File: src/rtl/cpu_ctrl_pkg.sv
// Shared definitions for the CPU control unit: opcode and state encodings,
// field widths and small opcode-class helpers.
package cpu_ctrl_pkg;

  localparam int unsigned OP_W    = 5;
  localparam int unsigned INSTR_W = 16;
  localparam int unsigned RA_W    = 3;

  // ALU operations occupy 0..15; control/memory opcodes follow; 22..31 are undefined.
  typedef enum logic [OP_W-1:0] {
    OP_MOVE  = 5'd0,
    OP_ADD   = 5'd1,
    OP_SUB   = 5'd2,
    OP_OR    = 5'd3,
    OP_AND   = 5'd4,
    OP_XOR   = 5'd5,
    OP_NOT   = 5'd6,
    OP_ROR   = 5'd7,
    OP_ROL   = 5'd8,
    OP_SAL   = 5'd9,
    OP_SAR   = 5'd10,
    OP_CMP1  = 5'd11,
    OP_CMP2  = 5'd12,
    OP_NXOR  = 5'd13,
    OP_ADDI  = 5'd14,
    OP_SUBI  = 5'd15,
    OP_LOAD  = 5'd16,
    OP_STORE = 5'd17,
    OP_JMP   = 5'd18,
    OP_BZ    = 5'd19,
    OP_HALT  = 5'd20,
    OP_NOP   = 5'd21
  } opcode_e;

  typedef enum logic [2:0] {
    S_IDLE   = 3'd0,
    S_FETCH  = 3'd1,
    S_DECODE = 3'd2,
    S_EXEC   = 3'd3,
    S_MEM    = 3'd4,
    S_WB     = 3'd5,
    S_HALT   = 3'd6
  } state_e;

  // Register-writing ALU instruction (everything below the memory opcodes).
  function automatic logic is_alu(input logic [OP_W-1:0] op);
    return op <= OP_W'(OP_SUBI);
  endfunction

  // Immediate-operand ALU instruction.
  function automatic logic is_imm(input logic [OP_W-1:0] op);
    return (op == OP_W'(OP_ADDI)) || (op == OP_W'(OP_SUBI));
  endfunction

endpackage

File: src/rtl/cpu_ctrl.sv
// Multi-cycle control unit: fetches over a req/ack port, decodes the opcode
// and sequences ALU, register file and data memory.
// Ports:
//   clk, rst (sync, active-high), start        - clocking / kick-off
//   imem_req/imem_ack/instr, pc                 - instruction fetch port
//   alu_op, rf_ra1/rf_ra2/rf_wa, rf_we, wb_sel  - datapath control
//   sel_imm, imm, alu_zero                      - operand select / ALU status
//   dmem_req/dmem_we/dmem_ack                   - data memory handshake
//   halted, illegal                             - status (illegal is sticky)
module cpu_ctrl
  import cpu_ctrl_pkg::*;
#(
  parameter int unsigned PC_W = 8
) (
  input  logic                clk,
  input  logic                rst,
  input  logic                start,
  output logic                imem_req,
  input  logic                imem_ack,
  input  logic [INSTR_W-1:0]  instr,
  output logic [PC_W-1:0]     pc,
  output logic [OP_W-1:0]     alu_op,
  output logic [RA_W-1:0]     rf_ra1,
  output logic [RA_W-1:0]     rf_ra2,
  output logic [RA_W-1:0]     rf_wa,
  output logic                rf_we,
  output logic                wb_sel,
  output logic                sel_imm,
  output logic [INSTR_W-1:0]  imm,
  input  logic                alu_zero,
  output logic                dmem_req,
  output logic                dmem_we,
  input  logic                dmem_ack,
  output logic                halted,
  output logic                illegal
);

  state_e              state, state_n;
  logic [INSTR_W-1:0]  ir, ir_n;
  logic [PC_W-1:0]     pc_n;
  logic                illegal_n;
  logic                imem_req_n, dmem_req_n, dmem_we_n, rf_we_n, wb_sel_n, halted_n;
  logic [OP_W-1:0]     op;

  assign op = ir[15:11];

  // Fields decoded straight from IR: stable from DECODE until the next fetch ack.
  assign alu_op  = (op == OP_W'(OP_BZ)) ? OP_W'(OP_MOVE) : op;
  assign rf_ra1  = ir[7:5];
  assign rf_ra2  = ir[4:2];
  assign rf_wa   = ir[10:8];
  assign sel_imm = is_imm(op);
  assign imm     = sel_imm ? INSTR_W'(ir[4:0]) : INSTR_W'(ir[7:0]);

  // Next state, next PC/IR and next registered strobes.
  always_comb begin
    state_n   = state;
    ir_n      = ir;
    pc_n      = pc;
    illegal_n = illegal;
    unique case (state)
      S_IDLE:   if (start) state_n = S_FETCH;
      S_FETCH: begin
        if (imem_ack) begin
          ir_n    = instr;
          pc_n    = pc + PC_W'(1);
          state_n = S_DECODE;
        end
      end
      S_DECODE: state_n = S_EXEC;
      S_EXEC: begin
        if (is_alu(op)) begin
          state_n = S_WB;
        end else begin
          case (op)
            OP_W'(OP_LOAD), OP_W'(OP_STORE): state_n = S_MEM;
            OP_W'(OP_JMP): begin
              pc_n    = PC_W'(ir[7:0]);
              state_n = S_FETCH;
            end
            OP_W'(OP_BZ): begin
              if (alu_zero) pc_n = PC_W'(ir[7:0]);
              state_n = S_FETCH;
            end
            OP_W'(OP_HALT): state_n = S_HALT;
            OP_W'(OP_NOP):  state_n = S_FETCH;
            default: begin
              illegal_n = 1'b1;
              state_n   = S_FETCH;
            end
          endcase
        end
      end
      S_MEM: begin
        if (dmem_ack) state_n = (op == OP_W'(OP_LOAD)) ? S_WB : S_FETCH;
      end
      S_WB:     state_n = S_FETCH;
      S_HALT:   state_n = S_HALT;
      default:  state_n = S_IDLE;
    endcase

    // Strobes follow the state being entered so they are valid for its whole duration.
    imem_req_n = (state_n == S_FETCH);
    dmem_req_n = (state_n == S_MEM);
    dmem_we_n  = (state_n == S_MEM) && (op == OP_W'(OP_STORE));
    rf_we_n    = (state_n == S_WB);
    wb_sel_n   = (state_n == S_WB) && (op == OP_W'(OP_LOAD));
    halted_n   = (state_n == S_HALT);
  end

  // State, PC, IR and output registers.
  always_ff @(posedge clk) begin
    if (rst) begin
      state    <= S_IDLE;
      ir       <= '0;
      pc       <= '0;
      illegal  <= 1'b0;
      imem_req <= 1'b0;
      dmem_req <= 1'b0;
      dmem_we  <= 1'b0;
      rf_we    <= 1'b0;
      wb_sel   <= 1'b0;
      halted   <= 1'b0;
    end else begin
      state    <= state_n;
      ir       <= ir_n;
      pc       <= pc_n;
      illegal  <= illegal_n;
      imem_req <= imem_req_n;
      dmem_req <= dmem_req_n;
      dmem_we  <= dmem_we_n;
      rf_we    <= rf_we_n;
      wb_sel   <= wb_sel_n;
      halted   <= halted_n;
    end
  end

endmodule

File: config.mk
export PLATFORM = sky130hd
export DESIGN_NAME = cpu_ctrl
export DESIGN_NICKNAME = d
export VERILOG_FILES = /design/src/rtl/cpu_ctrl_pkg.sv /design/src/rtl/cpu_ctrl.sv
export SDC_FILE = /design/constraint.sdc
export NUM_CORES = 1
export LEC_CHECK = 0
export ABC_AREA = 1
export ABC_CLOCK_PERIOD_IN_PS = 1700
export BUFFER_PORTS_ARGS = -buffer_cell sky130_fd_sc_hd__buf_2
export CELL_PAD_IN_SITES_DETAIL_PLACEMENT = 1
export CELL_PAD_IN_SITES_GLOBAL_PLACEMENT = 2
export CORE_ASPECT_RATIO = 1.2
export CORE_MARGIN = 2
export CORE_UTILIZATION = 25
export DETAILED_ROUTE_END_ITERATION = 7
export PLACE_DENSITY = 0.88
export SLEW_MARGIN = 20
export SYNTH_ARGS = -nofsm -noshare
export SYNTH_HDL_FRONTEND = slang
export SYNTH_SLANG_ARGS = --single-unit
File: constraint.sdc
create_clock -name clk -period 1.7 [get_ports clk]
set_input_delay 0.085 -clock clk [delete_from_list [all_inputs] [get_ports clk]]
set_output_delay 0.085 -clock clk [all_outputs]
set_load 0.01 [all_outputs]
Word-level counts from Yosys, hierarchy flattened
Cells that the tools add are included.

operators by class
  multiplexer cells = 14
  magnitude comparators = 1
  reductions and logical operators = 10
  bitwise operators = 2
  equality and inequality tests = 22
  add/subtract/negate cells = 1

operators by type and width
  kind                                                                               number
  8-bit two-way mux                                                                  4
  8-bit case mux with 2 select lines                                                 2
  5-bit == test (second input constant)                                              6
  3-bit case mux with 7 select lines                                                 1
  3-bit == test (second input constant)                                              6
  3-bit two-way mux                                                                  5
  5-bit by 4-bit == test with 1-bit output (second input constant)                   2
  8-bit by 1-bit adder with 8-bit output (second input constant)                     1
  3-bit by 1-bit == test with 1-bit output (second input constant)                   2
  3-bit by 2-bit == test with 1-bit output (second input constant)                   2
  3-bit case mux with 2 select lines                                                 1
  6-bit OR reduction                                                                 1
  5-bit by 4-bit less-or-equal comparator with 1-bit output (second input constant)  1
  5-bit two-way mux                                                                  1
  5-bit AND reduction                                                                1
  2-bit != test (second input constant)                                              2
  3-bit zero test                                                                    1
  3-bit by 2-bit != test with 1-bit output (second input constant)                   1
  3-bit != test (second input constant)                                              1
  3-bit AND reduction                                                                1
  1-bit logical AND                                                                  2
  1-bit inverter                                                                     2
  2-bit AND reduction                                                                1
  2-bit nonzero test                                                                 1
  2 further kinds                                                                    2

word-level totals
  output and inout bits = 46
  register bits = 34

Depth between registers and ports, before layout
Gate-level depths: netlist (run 1).

  word-level depth = 7
  mapped depth = 9
  depth with buffers taken out = 9

Worst setup path before layout (run 1)
Ideal clock, no wire load.

  kind = register to register
  start = register state[2]
  end = register pc[0]
  stages on the path, launching flop included = 10
  buffers on the path = 1
  required time = 1587 ps
  clock period less this slack = 1279 ps
  library setup time = 113 ps
  slack = 421 ps
  data arrival time = 1166 ps
  cell sequence = dfxtp_1 buf_2 nor2_8 nand2_4 o21ai_4 nand2_4 inv_4 nand2_1 nand2_1 nor2_1

on the way
  word-level cells in the longest chain between the ends = 3
  elaborated cells between the ends (all ways) = 9
  those cells by class = 6 x eq/ne; 1 x mux; 2 x reduce/logical

ends and longest elaborated chain
  what                                                                                                         RTL line         source
  from (decl)                                                                                                  cpu_ctrl.sv:38   state_e state, state_n;
  from (signal assigned)                                                                                       cpu_ctrl.sv:125  state <= state_n;
  3-bit by 2-bit == test with 1-bit output / 3-bit by 1-bit == test with 1-bit output (equally long branches)  cpu_ctrl.sv:61   unique case (state)
  3-bit by 2-bit != test with 1-bit output (no source line) (tied with other cells)                            --
  5-bit AND reduction (no source line)                                                                         --
  to (signal assigned)                                                                                         cpu_ctrl.sv:127  pc <= pc_n;
  to (decl)                                                                                                    cpu_ctrl.sv:21   output logic [PC_W-1:0] pc,

Parallel ways exist; a longest one is shown, timed or not.
A chain may end at the register's enable or synchronous reset.

Worst setup path in the final report (run 1)
  start = register ir[14]
  end = register pc[2]

on the way
  word-level cells in the longest chain between the ends = 4
  elaborated cells between the ends (all ways) = 10
  those cells by class = 1 x order compare; 5 x eq/ne; 3 x mux; 1 x reduce/logical

ends and longest elaborated chain
  what                                                                                               RTL line         source
  from (decl)                                                                                        cpu_ctrl.sv:39   logic [INSTR_W-1:0] ir, ir_n;
  from (signal assigned)                                                                             cpu_ctrl.sv:126  ir <= ir_n;
  branches (longest 4 deep; another with 5-bit by 4-bit less-or-equal comparator with 1-bit output)  --

Parallel ways; which one is timed is not known. The select of a mux whose other input is x is not followed.

==> impl_summary.log, run 1 <==
INFO  metric post_cts.repair.setup_buffers = 0
INFO  metric worst_ep_required_time = 1.92 ns
INFO  metric clkSinkCount = 34
INFO  metric tritoncts = yes
INFO  metric netlist_instances = 265
INFO  metric cts_root_buffer = clkbuf_8
INFO  metric synth.top_cells.by_area = dfxtp_1 (37%), nor2_1 (10%), buf_4 (8.9%), nand2_1 (7.7%), nand3_1 (6.2%)
INFO  metric drc = 0
INFO  metric worst_hold_slack = 0.0287 ns
INFO  metric clk-insertion-delay-late = 0.29 ns
INFO  metric critPathBufInv = 1
INFO  metric synth_flop_cell = dfxtp_1
INFO  metric netlist.top_cell.by_area = dfxtp_1
INFO  metric crit_path_max_fanout = 8
INFO  metric synth.yosys.warnings = 0
INFO  metric via_count = 1799
INFO  metric post_drt_via_cell_ratio = 4.46
INFO  metric fin_crit_sh = 86.3%
INFO  metric flip_flop_and_latch_count_after_synthesis = 34
INFO  metric drt_first_iter_violations = 63
INFO  metric maximum_number_of_pins_on_one_net_before_global_route_repair = 20
INFO  metric post_drt_wl_per_cell = 12.9 µm
INFO  metric detailedPlacementHpwl = 4100 µm
INFO  metric p_leak = 0.00109 µW
INFO  metric grt_pass1_vias = 1886
INFO  metric vdd.ir_drop.worst = 0.299 mV
INFO  metric pwr_density_cell = 920 mW/mm²
INFO  metric core_area = 0.00719 mm²
INFO  metric ioPinCount = 68
INFO  metric ys_seq_area_share = 36.9%
INFO  metric clk_pin_slew = 0.08 ns
INFO  metric numPortBuffers = 59
INFO  metric start_util = 25.7%
INFO  metric period_minus_ws_final = 1.47 ns
INFO  metric hold_start = instr[10]
INFO  metric seq_area = 682 µm²
INFO  metric cts.path.max_buffers = 2
INFO  metric clock-skew-final = 0.00876 ns
INFO  metric grt_overflow = 0
INFO  metric floorplan.die.width = 82.4 µm
INFO  metric final_hold_viol_count = 0
INFO  metric mappedNetlistArea = 0.00185 mm²
INFO  metric yosys.area.top_type_share = 36.9%
INFO  metric cp-start-kind = flop
INFO  metric setup.worst_path.start = ir[14]
INFO  metric diodes = 0
INFO  metric worst-setup-path-type = flop to flop
INFO  metric place_worst_setup_slack = 0.183 ns
INFO  metric drt.antenna.violating_nets = 0
INFO  metric instances_no_fill = 403
INFO  metric count_of_flip_flops_with_a_built_in_enable_after_synthesis = 0
INFO  metric numCtsBuffers = 5
INFO  metric nNetsFinal = 335
INFO  metric worst_path_max_delay_cell = dfxtp_1
INFO  metric layout.filler_cells = 904
INFO  metric syn-mean-instance-area = 6.96 µm²
INFO  metric worst_hold_path_type = primary input to flop
INFO  metric postSynth.asyncResetShare = 0%
INFO  metric run_status = completed
INFO  metric critical_path.top_delay_family = simple AND/OR/NAND/NOR gates
INFO  metric grt_first_pass_wirelength = 8670 µm
INFO  metric timing.setup.tns = 0 ns
INFO  metric post_route_cells_drive_above_1_share = 28.8%
INFO  metric cap_violations = 0
INFO  metric most_frequent_cells_after_synthesis = nor2_1 (50), nand2_1 (38), dfxtp_1 (34), nand3_1 (23), buf_4 (22)
INFO  metric crit-reg2reg-launch = ir[14]
INFO  metric placedCellCount = 395
INFO  metric die_area = 0.00809 mm²
INFO  metric synth_most_common_cell = nor2_1
INFO  metric final-setup-viol-count = 0
INFO  metric grt_setup_unrepaired = false
INFO  metric timing.fmax = 681 MHz
INFO  metric critical_path_s_largest_stage_delay = 0.37 ns
INFO  metric finalWeightedCongestion = 0.871
INFO  metric row_count = 34
INFO  metric combined_area_of_the_multi_input_logic_cells = 898 µm²
INFO  metric final_max_slew_viol_count = 0
INFO  metric gr_util_all_layers = 14.0%
INFO  metric chipHeight = 98.1 µm
INFO  metric area_delta_synth_final = 20.7%
INFO  metric worst_setup_margin = 0.232 ns
INFO  metric synth.lib_cells_used.distinct = 30
INFO  metric clock_tree.htree_level_count = 2
INFO  metric antenna_violations_before_repair = 0
INFO  metric cp_data_arrival_time = 1.68 ns
INFO  metric crit_path_end_kind = flop
INFO  metric crit_path_cell_trace = nor2_4 > nand3_1 > o21ai_2 > nand2_4 > inv_4 > nand2_1 > a21oi_1
INFO  metric detail_route.wirelength = 5210 µm
INFO  metric drt_first_pass_iters = 4
INFO  metric power.total = 2050 µW
## placed cells by master (no fill, tap or decap), types with 2 or more instances in the layout
cell	instances
a21oi_1	13
a31oi_1	2
buf_2	59
buf_4	5
clkbuf_8	5
clkinv_2	2
conb_1	8
dfxtp_1	33
inv_1	21
inv_2	2
nand2_1	38
nand2_2	2
nand2_4	2
nand3_1	23
nand4_1	2
nor2_1	50
nor2_4	3
nor3_1	3
nor3_2	2
o21ai_0	13
o21ai_1	15
## sequential cells by signal, indices dropped and copies added, names as in the netlist
| register | flops |
|---|---|
| dmem_req | 1 |
| dmem_we | 1 |
| halted | 1 |
| illegal | 1 |
| imem_req | 1 |
| ir | 16 |
| pc | 8 |
| rf_we | 1 |
| state | 3 |
| wb_sel | 1 |
## cells by family (layout without fill, tap and decap cells)
| family | Yosys count | count (layout) | synth area share, % |
|---|---|---|---|
| DFF | 34 | 34 | 36.9 |
| buffers and inverters | 55 | 96 | 16.1 |
| adders and majority gates | 1 | 1 | 0.678 |
| and+or+nand+nor | 128 | 128 | 32.5 |
| other | 1 | 8 | 0.203 |
| AOI/OAI and AO/OA | 46 | 46 | 13.6 |
## worst register-to-register path, delay by kind of cell, from the launching register on
kind	cells	cell delay [ns]
flip-flops	1	0.37
AO/OA/AOI/OAI	2	0.38
buffers and inverters	1	0.11
AND/OR/NAND/NOR	4	0.52
## stage by stage
stage	cell area (µm²)	utilization [%]
3_3_place_gp	2110	29.4
5_1_grt	2230	31.0
4_1_cts	2220	30.9
2_1_floorplan	1870	-
6_report	2230	31.0
3_5_place_dp	2110	29.4
## where the power goes
part | switching [µW] | leakage, µW | internal [µW]
combinational | 246 | 0.000755 | 149
sequential | 62.5 | 0.000277 | 851
clock | 308 | 0.0000579 | 432
## routing by layer
layer  routed length, µm  vias up  global-route usage [%]
li1                    -      914                       -
met1                2140      832                    15.4
met2                2720       42                    24.8
met3                 225       11                    3.33
met4                 122        0                    5.90
met5                   0        -                       0
## area by class of cell
| class | instances | area share, % |
|---|---|---|
| clock buffer | 5 | 3.09 |
| clock inverter | 3 | 1.80 |
| inverter | 24 | 4.16 |
| multi-input combinational | 183 | 40.3 |
| sequential | 34 | 30.6 |
| tap | 90 | 5.06 |
| timing repair buffer | 64 | 14.9 |
## path summary, 6_finish.rpt
path         cells after the start  slack (ns)      to
min reg2reg                      2        0.48   ir[1]
min                              3        0.03  ir[10]
max reg2reg                      7        0.23   pc[2]
max                              7        0.23   pc[2]
## what timing repair did
| item | 4_1_cts | 5_1_grt |
|---|---|---|
| setup endpoints to repair | 0 | 2 |
| hold buffers | 0 | 0 |
| gates resized for setup | 0 | 2 |
No activity file was read; power rests on OpenSTA's default activity.
==> run 2, diff against run 1 <==
--- a/config.mk
+++ b/config.mk
@@ -11,7 +11,7 @@
 export CELL_PAD_IN_SITES_DETAIL_PLACEMENT = 1
 export CELL_PAD_IN_SITES_GLOBAL_PLACEMENT = 2
 export CORE_ASPECT_RATIO = 1.2
-export CORE_MARGIN = 2
+export CORE_MARGIN = 8
 export CORE_UTILIZATION = 25
 export DETAILED_ROUTE_END_ITERATION = 7
 export PLACE_DENSITY = 0.88
==> run 2 against run 1 <==
Combinational power about the same. Sequential power about the same. Utilization down 0.52 points. Clock-buffer cell count up 2. Fmax down 2.4%. Clock power down 16%. Critical path depth up 1. Global-route usage down 3.0 points. First-iteration DRC count down 25%. Highest routed layer unchanged. Sequential cell count unchanged.
==> impl_summary.log, run 2 (same netlist as run 1, synthesis figures left out) <==
INFO  metric run_status = completed
INFO  metric drt_first_pass_iters = 4
INFO  metric clock_tree.htree_level_count = 2
INFO  metric ff2ff_path_depth = 8
INFO  metric final-setup-viol-count = 0
INFO  metric drt.antenna.violating_nets = 0
INFO  metric cts.path.max_buffers = 2
INFO  metric grtUsageMet3 = 3.73%
INFO  metric worst_ep_required_time = 1.92 ns
INFO  metric power.total = 1930 µW
INFO  metric p_seq_share = 47.3%
INFO  metric mostFrequentLayoutCells = buf_2 (59), nor2_1 (50), nand2_1 (38)
INFO  metric cap_violations = 0
INFO  metric pwr-share-comb = 20.4%
INFO  metric crit_path_max_fanout = 16
INFO  metric gr-usage-met2 = 20.1%
INFO  metric drt_first_iter_violations = 47
INFO  metric globalRoute.busiestLayer = met2
INFO  metric max_flop_register = ir
INFO  metric power.switching_fraction = 31.4%
INFO  metric die_area = 0.0104 mm²
INFO  metric grt_overflow = 0
INFO  metric post_cts.repair.setup_buffers = 0
INFO  metric gr_util_all_layers = 10.9%
INFO  metric fin_crit_sh = 88.5%
INFO  metric grt_pass1_vias = 1841
INFO  metric fin_util = 30.5%
INFO  metric pwr_density_cell = 880 mW/mm²
INFO  metric crit_path_end_kind = flop
INFO  metric power.internal = 1320 µW
INFO  metric area_delta_synth_final = 18.6%
INFO  metric worst-setup-path-type = flop to flop
INFO  metric start_util = 25.7%
INFO  metric clkSinkCount = 34
INFO  metric final_hold_viol_count = 0
INFO  metric post_drt_via_cell_ratio = 4.44
INFO  metric period_minus_ws_final = 1.50 ns
INFO  metric cts.repair.resized = 0
INFO  metric critical_path_cell_count = 8
INFO  metric critical_path.top_delay_family = flip-flops
INFO  metric worst_hold_path_type = primary input to flop
INFO  metric finalWeightedCongestion = 0.784
INFO  metric row_count = 34
INFO  metric power.switching = 605 µW
INFO  metric timing.setup.tns = 0 ns
INFO  metric numPortBuffers = 59
INFO  metric drc = 0
INFO  metric worst_path_max_delay_cell = dfxtp_1
INFO  metric antenna_violations_before_repair = 0
INFO  metric detail_route.wirelength = 5550 µm
INFO  metric holdBufCountCts = 0
INFO  metric critPathBufInv = 2
INFO  metric maximum_number_of_pins_on_one_net_before_global_route_repair = 20
INFO  metric grt_setup_unrepaired = false
INFO  metric via_count = 1781
INFO  metric vdd.ir_drop.worst = 0.364 mV
INFO  metric core_area = 0.00719 mm²
INFO  metric cts_root_buffer = clkbuf_8
INFO  metric globalRouteMet1Util = 11.4%
INFO  metric diodes = 0
INFO  metric clock-skew-final = 0.00346 ns
INFO  metric timing.fmax = 665 MHz
INFO  metric worst_hold_slack = 0.0373 ns
INFO  metric detailedPlacementHpwl = 4420 µm
INFO  metric critical_path_s_largest_stage_delay = 0.44 ns
INFO  metric nNetsFinal = 333
INFO  metric numCtsBuffers = 5
INFO  metric largest_registers = ir: 16 flops, pc: 8 flops, state: 3 flops
INFO  metric critical-path-top-cell-by-count = nand2_4
INFO  metric clk-insertion-delay-late = 0.28 ns
INFO  metric largest_reg_flops = 16
INFO  metric worst_hold_stages = 3
INFO  metric ioPinCount = 68
INFO  metric grt_first_pass_wirelength = 8990 µm
INFO  metric clkPwrFrac = 32.3%
INFO  metric post_drt_wl_per_cell = 13.8 µm
INFO  metric clk_pin_slew = 0.07 ns
INFO  metric floorplan.die.width = 94.4 µm
INFO  metric cp_data_arrival_time = 1.72 ns
INFO  metric chipHeight = 110 µm
INFO  metric cp-start-kind = flop
INFO  metric post_route_cells_drive_above_1_share = 28.0%
INFO  metric layout.filler_cells = 925
INFO  metric tritoncts = yes
INFO  metric crit_path_cell_trace = inv_2 > nor2_8 > nand2_4 > o21ai_4 > nand2_4 > inv_4 > nand2_1 > a21oi_1
INFO  metric final_max_slew_viol_count = 0
INFO  metric p_leak = 0.00107 µW
INFO  metric final_common_cell = buf_2
## run 2: worst paths after layout
kind | from | to | slack [ns]
worst max-delay path | state[0] | pc[3] | 0.20
worst min-delay path | instr[9] | ir[9] | 0.04
worst max register to register | state[0] | pc[3] | 0.20
worst min register to register | ir[1] | ir[1] | 0.48
## run 2: layout make-up
type	instances	area, µm²	share of cell area [%]
Clock buffer	7	86.3	3.94
Inverter	24	92.6	4.23
Sequential cell	34	682	31.1
Multi-Input combinational cell	183	893	40.8
Tap cell	90	113	5.14
Timing Repair Buffer	62	318	14.5
Clock inverter	1	5.00	0.229
## run 2: power groups by stage
stage          Sequential [µW]  Clock (µW)  Combinational [µW]
5_1_grt                    923         697                 442
6_report                   912         623                 393
3_5_place_dp               931           0                 400
3_3_place_gp               928           0                 392
2_1_floorplan              917           0                 310
4_1_cts                    914         644                 402
## run 2: stage by stage
stage / instances / cell area [µm²] / worst slack [ns]
CTS: 401 / 2190 / 0.123
global route: 401 / 2190 / 0.0302
global placement: 393 / 2100 / 0.177
finish: 401 / 2190 / 0.195
detailed placement: 393 / 2100 / 0.149
floorplan: 272 / 1870 / 0.421
## run 2: routing by layer
metal / vias up / share of wire (%)
met5: - / 0
met4: 0 / 0.99
met3: 6 / 6.1
met2: 36 / 54
met1: 830 / 39
li1: 909 / -
## run 2: worst register-to-register path, delay by kind of cell (launching register included)
family / cells / cell delay [ns]
AO/OA/AOI/OAI: 2 / 0.32
AND/OR/NAND/NOR: 4 / 0.44
buffers and inverters: 2 / 0.24
flip-flops: 1 / 0.44
